--- src/rtl/i2c_slave_rx_if.sv ---
// Pin and receive-side signals of the I2C target receiver; the master modport
// drives the raw pins and observes the decoded outputs.
interface i2c_slave_rx_if;
  logic        scl_in;
  logic        sda_in;
  logic        sda_oe;
  logic [7:0]  rx_data;
  logic        rx_valid;
  logic [15:0] word;
  logic        word_valid;
  logic        busy;
  logic        stop_seen;
  logic        addr_nack;

  modport master (
    output scl_in, sda_in,
    input  sda_oe, rx_data, rx_valid, word, word_valid, busy, stop_seen, addr_nack
  );

  modport slave (
    input  scl_in, sda_in,
    output sda_oe, rx_data, rx_valid, word, word_valid, busy, stop_seen, addr_nack
  );
endinterface

--- src/rtl/i2c_slave_rx.sv ---
// Write-only I2C target: address match, ACK, byte and 16-bit word output.
// Pin-to-edge latency 2+FILTER_LEN clk; no backpressure, strobes are fire-and-forget.
module i2c_slave_rx #(
  parameter logic [6:0] DEV_ADDR   = 7'h1A,
  parameter int         FILTER_LEN = 3
) (
  input logic          clk,
  input logic          reset,
  i2c_slave_rx_if.slave bus
);
  localparam int CW = (FILTER_LEN < 2) ? 1 : $clog2(FILTER_LEN);

  typedef enum logic [2:0] {IDLE, ADDR, A_ACK, DATA, D_ACK, IGNORE} state_t;

  // Index 0 is SCL, index 1 is SDA.
  logic [1:0]    s1, s2, filt, prev;
  logic [CW-1:0] cnt [2];

  always_ff @(posedge clk or posedge reset) begin
    if (reset) begin
      s1   <= '1;
      s2   <= '1;
      filt <= '1;
      prev <= '1;
      for (int i = 0; i < 2; i++) cnt[i] <= '0;
    end else begin
      s1   <= {bus.sda_in, bus.scl_in};
      s2   <= s1;
      prev <= filt;
      for (int i = 0; i < 2; i++) begin
        if (s2[i] == filt[i]) begin
          cnt[i] <= '0;
        end else if (cnt[i] == CW'(FILTER_LEN - 1)) begin
          filt[i] <= s2[i];
          cnt[i]  <= '0;
        end else begin
          cnt[i] <= cnt[i] + 1'b1;
        end
      end
    end
  end

  logic scl_f, sda_f, scl_rise, scl_fall, start_det, stop_det;
  assign scl_f     = filt[0];
  assign sda_f     = filt[1];
  assign scl_rise  =  filt[0] & ~prev[0];
  assign scl_fall  = ~filt[0] &  prev[0];
  assign start_det = scl_f & ~filt[1] &  prev[1];
  assign stop_det  = scl_f &  filt[1] & ~prev[1];

  state_t      state;
  logic [6:0]  sr;
  logic [2:0]  bit_cnt;
  logic        phase;
  logic [7:0]  hi_byte;
  logic        sda_oe_r, rx_valid_r, word_valid_r, busy_r, stop_seen_r, addr_nack_r;
  logic [7:0]  rx_data_r;
  logic [15:0] word_r;

  always_ff @(posedge clk or posedge reset) begin
    if (reset) begin
      state        <= IDLE;
      sr           <= '0;
      bit_cnt      <= '0;
      phase        <= 1'b0;
      hi_byte      <= '0;
      sda_oe_r     <= 1'b0;
      rx_data_r    <= '0;
      rx_valid_r   <= 1'b0;
      word_r       <= '0;
      word_valid_r <= 1'b0;
      busy_r       <= 1'b0;
      stop_seen_r  <= 1'b0;
      addr_nack_r  <= 1'b0;
    end else begin
      rx_valid_r   <= 1'b0;
      word_valid_r <= 1'b0;
      stop_seen_r  <= 1'b0;
      addr_nack_r  <= 1'b0;
      if (stop_det) begin
        sda_oe_r    <= 1'b0;
        busy_r      <= 1'b0;
        stop_seen_r <= 1'b1;
        bit_cnt     <= '0;
        phase       <= 1'b0;
        state       <= IDLE;
      end else if (start_det) begin
        sda_oe_r <= 1'b0;
        busy_r   <= 1'b0;
        bit_cnt  <= '0;
        phase    <= 1'b0;
        state    <= ADDR;
      end else begin
        case (state)
          ADDR: if (scl_rise) begin
            sr      <= {sr[5:0], sda_f};
            bit_cnt <= bit_cnt + 3'd1;
            if (bit_cnt == 3'd7) begin
              // sr holds the 7 address bits; sda_f is R/W.
              if (sr == DEV_ADDR && !sda_f) begin
                busy_r <= 1'b1;
                state  <= A_ACK;
              end else begin
                addr_nack_r <= (sr == DEV_ADDR);
                state       <= IGNORE;
              end
            end
          end
          A_ACK, D_ACK: if (scl_fall) begin
            // First fall opens the ACK slot, second fall closes it.
            if (!sda_oe_r) begin
              sda_oe_r <= 1'b1;
            end else begin
              sda_oe_r <= 1'b0;
              bit_cnt  <= '0;
              state    <= DATA;
            end
          end
          DATA: if (scl_rise) begin
            sr      <= {sr[5:0], sda_f};
            bit_cnt <= bit_cnt + 3'd1;
            if (bit_cnt == 3'd7) begin
              rx_data_r  <= {sr, sda_f};
              rx_valid_r <= 1'b1;
              if (phase) begin
                word_r       <= {hi_byte, sr, sda_f};
                word_valid_r <= 1'b1;
              end else begin
                hi_byte <= {sr, sda_f};
              end
              phase <= ~phase;
              state <= D_ACK;
            end
          end
          IDLE, IGNORE: sda_oe_r <= 1'b0;
          default: state <= IDLE;
        endcase
      end
    end
  end

  assign bus.sda_oe     = sda_oe_r;
  assign bus.rx_data    = rx_data_r;
  assign bus.rx_valid   = rx_valid_r;
  assign bus.word       = word_r;
  assign bus.word_valid = word_valid_r;
  assign bus.busy       = busy_r;
  assign bus.stop_seen  = stop_seen_r;
  assign bus.addr_nack  = addr_nack_r;
endmodule
--- src/flat_wrapper.sv ---
// flat-port wrapper written by rule: the top's interface ports become plain ports
module i2c_slave_rx_flat 
#(
  parameter logic [6:0] DEV_ADDR   = 7'h1A,
  parameter int         FILTER_LEN = 3
)
  (clk, reset, bus_scl_in, bus_sda_in, bus_sda_oe, bus_rx_data, bus_rx_valid, bus_word, bus_word_valid, bus_busy, bus_stop_seen, bus_addr_nack);
  i2c_slave_rx_if bus_i ();
  input logic clk;
  input logic reset;
  input wire logic [$bits(bus_i.scl_in)-1:0] bus_scl_in;
  input wire logic [$bits(bus_i.sda_in)-1:0] bus_sda_in;
  output wire logic [$bits(bus_i.sda_oe)-1:0] bus_sda_oe;
  output wire logic [$bits(bus_i.rx_data)-1:0] bus_rx_data;
  output wire logic [$bits(bus_i.rx_valid)-1:0] bus_rx_valid;
  output wire logic [$bits(bus_i.word)-1:0] bus_word;
  output wire logic [$bits(bus_i.word_valid)-1:0] bus_word_valid;
  output wire logic [$bits(bus_i.busy)-1:0] bus_busy;
  output wire logic [$bits(bus_i.stop_seen)-1:0] bus_stop_seen;
  output wire logic [$bits(bus_i.addr_nack)-1:0] bus_addr_nack;
  assign bus_i.scl_in = bus_scl_in;
  assign bus_i.sda_in = bus_sda_in;
  assign bus_sda_oe = bus_i.sda_oe;
  assign bus_rx_data = bus_i.rx_data;
  assign bus_rx_valid = bus_i.rx_valid;
  assign bus_word = bus_i.word;
  assign bus_word_valid = bus_i.word_valid;
  assign bus_busy = bus_i.busy;
  assign bus_stop_seen = bus_i.stop_seen;
  assign bus_addr_nack = bus_i.addr_nack;
  i2c_slave_rx #(.DEV_ADDR(DEV_ADDR), .FILTER_LEN(FILTER_LEN)) u_core (.clk(clk), .reset(reset), .bus(bus_i));
endmodule
--- config.mk ---
export PLATFORM = sky130hd
export DESIGN_NAME = i2c_slave_rx_flat
export DESIGN_NICKNAME = d
export VERILOG_FILES = /design/src/rtl/i2c_slave_rx_if.sv /design/src/rtl/i2c_slave_rx.sv /design/src/flat_wrapper.sv
export SDC_FILE = /design/constraint.sdc
export NUM_CORES = 1
export LEC_CHECK = 0
export CAP_MARGIN = 20
export CORE_MARGIN = 2
export CORE_UTILIZATION = 49
export CTS_CLUSTER_SIZE = 20
export DETAILED_ROUTE_END_ITERATION = 7
export GPL_ROUTABILITY_DRIVEN = 0
export PLACE_DENSITY = 0.86
export SETUP_SLACK_MARGIN = 0.4
export SYNTH_ARGS = -nofsm -noshare
export SYNTH_HDL_FRONTEND = slang
export SYNTH_SLANG_ARGS = --single-unit
--- constraint.sdc ---
create_clock -name clk -period 2.1 [get_ports clk]
set_input_delay 0.21 -clock clk [delete_from_list [all_inputs] [get_ports clk]]
set_output_delay 0.21 -clock clk [all_outputs]
set_load 0.01 [all_outputs]
Word level (Yosys, flattened, before mapping)
Index checks and enable logic that the tools add are counted.

Output and inout port bits: 30. Register bits: 64. Logic and storage cells: 135.

Muxes and demuxes: 54. Add/sub/neg operators: 3. Bitwise operators: 15. Reduce and logical (&&, ||, !) cells: 24. Equal/unequal tests: 19.

Operator list (number): $mux 3 (14); $mux 1 (33); $ne 4x1->1 const B (7); $reduce_bool 3->1 (5); $pmux 3 s4 (1); $reduce_and 4->1 (3); $reduce_and 6->1 (2); $eq 3x3->1 const B (3); $not 1->1 (9); $mux 2 (4); $reduce_bool 4->1 (2); $eq 7x5->1 const B (1); $reduce_and 7->1 (1); $and 1x1->1 (6); $eq 3x2->1 const B (2); $pmux 3 s2 (1); $reduce_and 2->1 (3); $reduce_or 2->1 (3); $reduce_and 5->1 (1); $add 2x1->2 const B (2); $eq 2x2->1 const B (2); $add 3x1->3 const B (1); $eq 3x1->1 const B (1); $logic_not 3->1 (1); other kinds (6) (7).

Longest topological paths before layout
Gate-level depths: netlist of the first run.

Word-level depth: 8. Mapped depth: 9. Mapped depth without buffers: 7.

Worst setup path after synthesis of the first run
OpenSTA, ideal clock, no wires.

Kind: register to register. Start point: register u_core.filt[1]. End point: register u_core.hi_byte[0]. Stages on the path, launching flop included: 8. Setup slack: 66 ps. Library setup time: 125 ps. Data arrival time: 1910 ps. Clock period less this slack: 2034 ps. Path buffers: 2. Cells stage by stage: dfstp_2 -> buf_2 -> xor2_1 -> and2_1 -> or2_1 -> buf_6 -> nor2_2 -> mux2_2.

Word-level cells in the longest chain between the ends: 5. Elaborated cells between the ends (all ways): 8. Classes of those cells: bitwise (7); reduce/logical (1).

RTL lines: start: declaration (RTL line i2c_slave_rx.sv:16) `logic [1:0] s1, s2, filt, prev;`; start signal: indexed assignment (RTL line i2c_slave_rx.sv:34) `filt[i] <= s2[i];`; $not 1->1 (RTL line i2c_slave_rx.sv:48) `assign start_det = scl_f & ~filt[1] & prev[1];`; $and 1x1->1 (2 in series) (RTL line i2c_slave_rx.sv:48); $not 1->1 (no source line); $reduce_and 6->1 (no source line); end signal: assignment (RTL line i2c_slave_rx.sv:129) `hi_byte <= {sr, sda_f};`; end: declaration (RTL line i2c_slave_rx.sv:55) `logic [7:0] hi_byte;`.

Several ways; a longest one is shown, not always the timed one. A chain may end at the register's enable or synchronous reset.

Final worst setup path of the first run
Start point: register u_core.filt[0]. End point: register u_core.hi_byte[0].

Word-level cells in the longest chain between the ends: 4. Elaborated cells between the ends (all ways): 8. Classes of those cells: bitwise (7); reduce/logical (1).

RTL lines (RTL line): $and 1x1->1 (on tied branches) (2 in series) (i2c_slave_rx.sv:48, i2c_slave_rx.sv:49); $not 1->1 (no source line); $reduce_and 6->1 (no source line) *.

Every way passes the cells marked *; elsewhere a longest branch is shown, timed or not.

==> impl_metrics.toml, run 1 <==
[routing]
post_drt_wl_per_cell_um = 17.0
drt-total-wl_um = 5690
drt-initial-drc-count = 63
vias = 1773
antenna_left = 0
drc = 0
vias_per_cell = 5.29
firstDrtPassIters = 4

[cells_and_area]
layout_common_cells = "dfrtp_1 (56), clkdlybuf4s50_1 (33), nand2_1 (25)"
antennaDiodeCount = 0
final_nets = 266
syn_to_final_growth_pct = 32.8
final_common_cell = "dfrtp_1"
fill_cells = 335
fin_cells = 335
postLayoutCoreUtil = 0.684
drive_gt1_frac = 0.366

[yosys]
yosysTopAreaCell = "dfrtp_1"
synth_area_leaders = "dfrtp_1 (53%), mux2_2 (9.7%), dfstp_2 (7.9%)"
yosysTopAreaCellShare = 0.526
syn_avg_cell_area_um2 = 13.1
syn_nets = 210
synth_flop_cell = "dfrtp_1"
synth_edf_count = 0
synth_area_um2 = 2660
seq_area_frac_synth = 0.605
ys_ff_latch = 64
yosys_warnings = 0
synth_cell_type_count = 44
netlist_instances = 204
synth_async_sr_flop_share = 1.00

[setup_path]
critPathMaxFanout = 8
cpMaxStageDelayCell = "dfstp_2"
cpLargestDelayFamily = "simple AND/OR/NAND/NOR gates"
critPathBufInv = 1
rr_worst_depth = 6
path_cells = "and4bb_4, nand3_2, or2_4, nor2_4, buf_12, mux2_4"
slowest_delay_ns = 0.56
criticalPathCategory = "reg -> reg"
crit_path_start_kind = "flop"
arrival_ns = 2.07
critPathRequiredTime_ns = 2.33
reg2reg_to = "u_core.hi_byte[0]$_DFFE_PP0P_"
r2r_start = "u_core.filt[0]$_DFFE_PP1P_"
r2r_setup_slack_ns = 0.26
critPathCaptureType = "flop"

[global_routing]
grt_pass1_vias = 1823
antenna_found_initial = 0
grt.overflow.total = 0
grt.total_usage = 0.210
grt_max_degree = 45
grt_pass1_wl_um = 9430

[die]
start_util = 0.515
row_count = 26
core_um2 = 5170
die_y_um = 77.7
fp.dieArea_um2 = 6040
ios = 34
die_w_um = 77.7

[timing]
clock.fmax_ghz = 0.543
fin_crit_sh = 0.877
max_slew.worst_pin.slew_ns = 0.465
maxSlewHeadroom = 0.690
worst_clock_skew_ns = 0.00883
post-route-min-period_ns = 1.84
drv_slew = 0
finalHoldViolCount = 0
rsz0062_at_grt = "true"
finalSetupViolations = 0
fin_tns_setup_ns = 0
postLayoutSetupSlackWorst_ns = 0.259

[placed_design]
dpl.hpwl_um = 3330
port_buffers = 33
dp.cells = 308
place_ws_ns = 0.0880

[clock_network]
htreeDepth = 3
cts_hold_buf = 0
clk_pin_slew_ns = 0.07
numCtsBuffers = 9
cts_root_buffer = "clkbuf_8"
cts_tree = "built"
cts.sinks = 64
insertion_delay_ns = 0.35
cts_buffer_depth = 2

[pwr]
switching_share = 0.298
power_mw = 3.44
powerDensity_nw_per_um2 = 973
p_clk_frac = 0.329
leakagePower_nw = 1.69
pwr-share-seq = 0.434
p_int_mw = 2.42
p_sw_mw = 1.02
peakVddDrop_mv = 0.595
power_frac_comb = 0.236

[job]
max_cap_violations = 0

[status]
outcome = "finished clean"

[hold_path]
min_path_type = "in -> async"
## synth_stat cells (2+ instances only)
cell type,number
mux2_4,9
dfrtp_1,56
nor2b_1,2
inv_1,6
and2_1,3
nor3_1,5
nor2_1,11
dfstp_2,8
nor3b_1,3
nand2b_1,2
buf_6,2
o21ai_0,4
nand2_1,25
mux2_2,23
a21oi_1,6
nand3_1,3
xnor2_1,2
o22ai_1,3
xor2_1,3
clkbuf_1,3
ha_1,2
## stage by stage
step | instance area (um^2) | hold WS, ns
6_report | 3540 | 0.216
3_3_place_gp | 3140 | 0.346
3_5_place_dp | 3140 | 0.348
5_1_grt | 3540 | 0.247
2_1_floorplan | 2720 | 0.214
4_1_cts | 3460 | 0.223
## cells by family (layout without fill, tap and decap cells)
group,after synthesis,count (layout),share of synthesized area
AO/OA/AOI/OAI,19,19,0.0442
XOR/XNOR,5,5,0.0165
adder cells (fa/ha/maj),3,3,0.0132
buffers and inverters,15,75,0.0376
flip-flops,64,64,0.605
multiplexers,33,33,0.152
AND/OR/NAND/NOR,65,66,0.132
## layer usage
| metal | GRT usage | up-vias | wire length (um) |
|---|---|---|---|
| met4 | 0.0750 | 0 | 104 |
| met3 | 0.0721 | 9 | 246 |
| met2 | 0.341 | 48 | 2920 |
| met5 | 0 | - | 0 |
| met1 | 0.262 | 901 | 2420 |
| li1 | - | 815 | - |
## flip-flops by register name (all words and copies together) (netlist names), 2 cells and up
| register | flops |
|---|---|
| u_core.bus.word | 16 |
| u_core.bus.rx_data | 8 |
| u_core.hi_byte | 8 |
| u_core.sr | 7 |
| u_core.cnt | 4 |
| u_core.bit_cnt | 3 |
| u_core.state | 3 |
| u_core.filt | 2 |
| u_core.prev | 2 |
| u_core.s1 | 2 |
| u_core.s2 | 2 |
## worst reg2reg max path, stage by stage, from the launching register on
cell and delay (ns):
dfstp_2 0.56, and4bb_4 0.26, nand3_2 0.07, or2_4 0.28, nor2_4 0.11, buf_12 0.14, mux2_4 0.31
## how the worst max path moves through the flow
| stage | from | endpoint | cells past startpoint |
|---|---|---|---|
| 2_1_floorplan | u_core.filt[0]$_DFFE_PP1P_ | u_core.bus.word[0]$_DFFE_PP0P_ | 8 |
| 3_3_place_gp | u_core.filt[0]$_DFFE_PP1P_ | u_core.hi_byte[0]$_DFFE_PP0P_ | 5 |
| 3_5_place_dp | u_core.filt[0]$_DFFE_PP1P_ | u_core.hi_byte[0]$_DFFE_PP0P_ | 5 |
| 4_1_cts | u_core.filt[0]$_DFFE_PP1P_ | u_core.hi_byte[0]$_DFFE_PP0P_ | 6 |
| 5_1_grt | u_core.filt[0]$_DFFE_PP1P_ | u_core.bus.word[7]$_DFFE_PP0P_ | 6 |
| 6_report | u_core.filt[0]$_DFFE_PP1P_ | u_core.hi_byte[0]$_DFFE_PP0P_ | 6 |
## layout make-up
cell class	count	area, um^2	area share
Clock inverter	4	51.3	0.0145
Inverter	7	37.5	0.0106
Tap cell	70	87.6	0.0248
Clock buffer	12	165	0.0467
Sequential cell	64	1610	0.456
Timing Repair Buffer	52	520	0.147
Multi-Input combinational cell	126	1060	0.301
## what timing repair did
item / 4_1_cts / 5_1_grt
setup buffers: 8 / 2
pin swaps: 7 / 11
gates resized for setup: 7 / 15
cloned: 0 / 1
endpoints found under the setup margin: 36 / 41
## power groups by stage
stage	Sequential, mW	Combinational, mW	Clock (mW)
6_report	1.50	0.813	1.13
5_1_grt	1.51	0.888	1.21
4_1_cts	1.49	0.694	1.14
3_5_place_dp	1.50	0.626	0
3_3_place_gp	1.49	0.601	0
2_1_floorplan	1.50	0.444	0
Note: power is estimated with default switching activity, not from simulation.
==> inputs of run 2 (changes only) <==
--- a/config.mk
+++ b/config.mk
@@ -7,11 +7,12 @@
 export LEC_CHECK = 0
 export CAP_MARGIN = 20
 export CORE_MARGIN = 2
-export CORE_UTILIZATION = 49
+export CORE_UTILIZATION = 51
+export CTS_BUF_LIST = sky130_fd_sc_hd__clkbuf_8
 export CTS_CLUSTER_SIZE = 20
 export DETAILED_ROUTE_END_ITERATION = 7
 export GPL_ROUTABILITY_DRIVEN = 0
-export PLACE_DENSITY = 0.86
+export PLACE_DENSITY = 0.88
 export SETUP_SLACK_MARGIN = 0.4
 export SYNTH_ARGS = -nofsm -noshare
 export SYNTH_HDL_FRONTEND = slang
==> run 2 against run 1 <==
Against the previous run: clock skew up 0.0026 ns; clock power grew 16%; non-clock buffer count is the same; global-route usage fell by 0.96 points; flip-flop and latch count is the same; routed wire length up 2.0%; critical endpoint is now u_core.hi_byte[7]$_DFFE_PP0P_; highest routed layer unchanged.
==> impl_metrics.toml, run 2 (synthesis gave the netlist of run 1 again) <==
[pwr]
power_frac_comb = 0.224
p_sw_mw = 1.03
powerDensity_nw_per_um2 = 1010
peakVddDrop_mv = 0.847
p_int_mw = 2.57
switching_share = 0.287
leakagePower_nw = 1.71
pwr-share-seq = 0.412
p_clk_frac = 0.364

[clock_network]
insertion_delay_ns = 0.34
htreeDepth = 3
clk_pin_slew_ns = 0.07
numCtsBuffers = 9
cts_buffer_depth = 2
cts_root_buffer = "clkbuf_8"
cts.sinks = 64
cts_tree = "built"

[setup_path]
critPathRequiredTime_ns = 2.32
crit_path_start_kind = "flop"
rr_worst_depth = 6
r2r_start = "u_core.filt[1]$_DFFE_PP1P_"
r2r_setup_slack_ns = 0.28
critPathMaxFanout = 8
criticalPathCategory = "reg -> reg"
arrival_ns = 2.04
critPathCaptureType = "flop"
reg2reg_to = "u_core.hi_byte[7]$_DFFE_PP0P_"

[hold_path]
min_path_type = "in -> async"

[placed_design]
port_buffers = 33
place_ws_ns = 0.0210
dpl.hpwl_um = 3330

[global_routing]
grt_pass1_vias = 1768
grt.total_usage = 0.201
grt_pass1_wl_um = 8920
grt.overflow.total = 0
grt_max_degree = 42
antenna_found_initial = 0

[die]
die_w_um = 76.3
fp.dieArea_um2 = 5810
die_y_um = 76.3
start_util = 0.525
core_um2 = 5070
row_count = 26
ios = 34

[routing]
drt-total-wl_um = 5800
drc = 0
vias_per_cell = 5.36
firstDrtPassIters = 4
post_drt_wl_per_cell_um = 17.3
antenna_left = 0
drt-initial-drc-count = 113
vias = 1795

[cells_and_area]
drive_gt1_frac = 0.355
final_nets = 266
fill_cells = 342
largest_reg_flops = 16
postLayoutCoreUtil = 0.706
final_common_cell = "dfrtp_1"
layout_common_cells = "dfrtp_1 (56), clkdlybuf4s50_1 (33), nand2_1 (25)"
antennaDiodeCount = 0
syn_to_final_growth_pct = 34.5

[timing]
postLayoutSetupSlackWorst_ns = 0.278
max_slew.worst_pin.slew_ns = 0.527
finalSetupViolations = 0
post-route-min-period_ns = 1.82
clock.fmax_ghz = 0.549
maxSlewHeadroom = 0.648
drv_slew = 0
fin_tns_setup_ns = 0
fin_crit_sh = 0.867
worst_clock_skew_ns = 0.0114
hold_ws_ns = 0.248
finalHoldViolCount = 0
rsz0062_at_grt = "true"

[job]
max_cap_violations = 0

[status]
outcome = "finished clean"
run 2: cell count changes in the layout (fill, tap and decap cells not counted), moves of 4 or more:
cell,change
buf_6,-5
mux2_2,-4
mux2_4,+4
buf_4,+4
run 2: final cells by class:
class,count,area (um^2),share of cell area
clock buffers,10,138,0.0384
flip-flops and latches,64,1610,0.450
repair buffers,52,514,0.144
multi-input cells,126,1080,0.301
inverters,7,37.5,0.0105
clock inverters,6,115,0.0321
well taps,70,87.6,0.0245
run 2: power groups by stage:
stage	clock (mW)	combinational (mW)	sequential (mW)
after floorplan	0	0.444	1.50
after global placement	0	0.606	1.49
after detailed placement	0	0.628	1.50
after CTS	1.33	0.693	1.48
after global routing	1.39	0.874	1.50
final	1.31	0.807	1.49
run 2: worst max path at each step:
| stage | to | start | slack [ns] | cells after the start |
|---|---|---|---|---|
| final | u_core.hi_byte[7]$_DFFE_PP0P_ | u_core.filt[1]$_DFFE_PP1P_ | 0.28 | 6 |
| after global routing | u_core.state[0]$_DFFE_PP0P_ | u_core.filt[0]$_DFFE_PP1P_ | 0.22 | 6 |
| after CTS | u_core.hi_byte[7]$_DFFE_PP0P_ | u_core.filt[0]$_DFFE_PP1P_ | 0.27 | 6 |
| after detailed placement | u_core.hi_byte[0]$_DFFE_PP0P_ | u_core.filt[0]$_DFFE_PP1P_ | 0.02 | 5 |
| after global placement | u_core.hi_byte[1]$_DFFE_PP0P_ | u_core.filt[0]$_DFFE_PP1P_ | 0.08 | 5 |
| after floorplan | u_core.bus.word[0]$_DFFE_PP0P_ | u_core.filt[0]$_DFFE_PP1P_ | 0.12 | 8 |
run 2: what timing repair did:
action                     4_1_cts  5_1_grt
resized for setup                6       11
gates cloned                     0        1
buffers inserted                 8        3
pin swaps                        7        5
hold buffers                     0        0
setup endpoints to repair       37       35
run 2: critical path: stages (launching register included):
cell and delay (ns):
dfstp_2 0.57, xor2_2 0.09, and2_1 0.18, or2_4 0.30, nor2_4 0.12, buf_12 0.14, mux2_4 0.30
run 2: through the flow:
step                      instance area, um^2  std cells  power [mW]
after floorplan                          2720        204        1.94
after global placement                   3140        307        2.10
after CTS                                3480        331        3.50
after global routing                     3580        335        3.76
after detailed placement                 3140        307        2.13
final                                    3580        335        3.61
run 2: layer usage:
layer | up-vias | part of all wire | GRT usage | wire (um)
li1 | 810 | - | - | -
met1 | 911 | 0.43 | 0.267 | 2520
met2 | 60 | 0.50 | 0.313 | 2920
met3 | 14 | 0.044 | 0.0486 | 254
met4 | 0 | 0.020 | 0.0927 | 114
met5 | - | 0 | 0 | 0
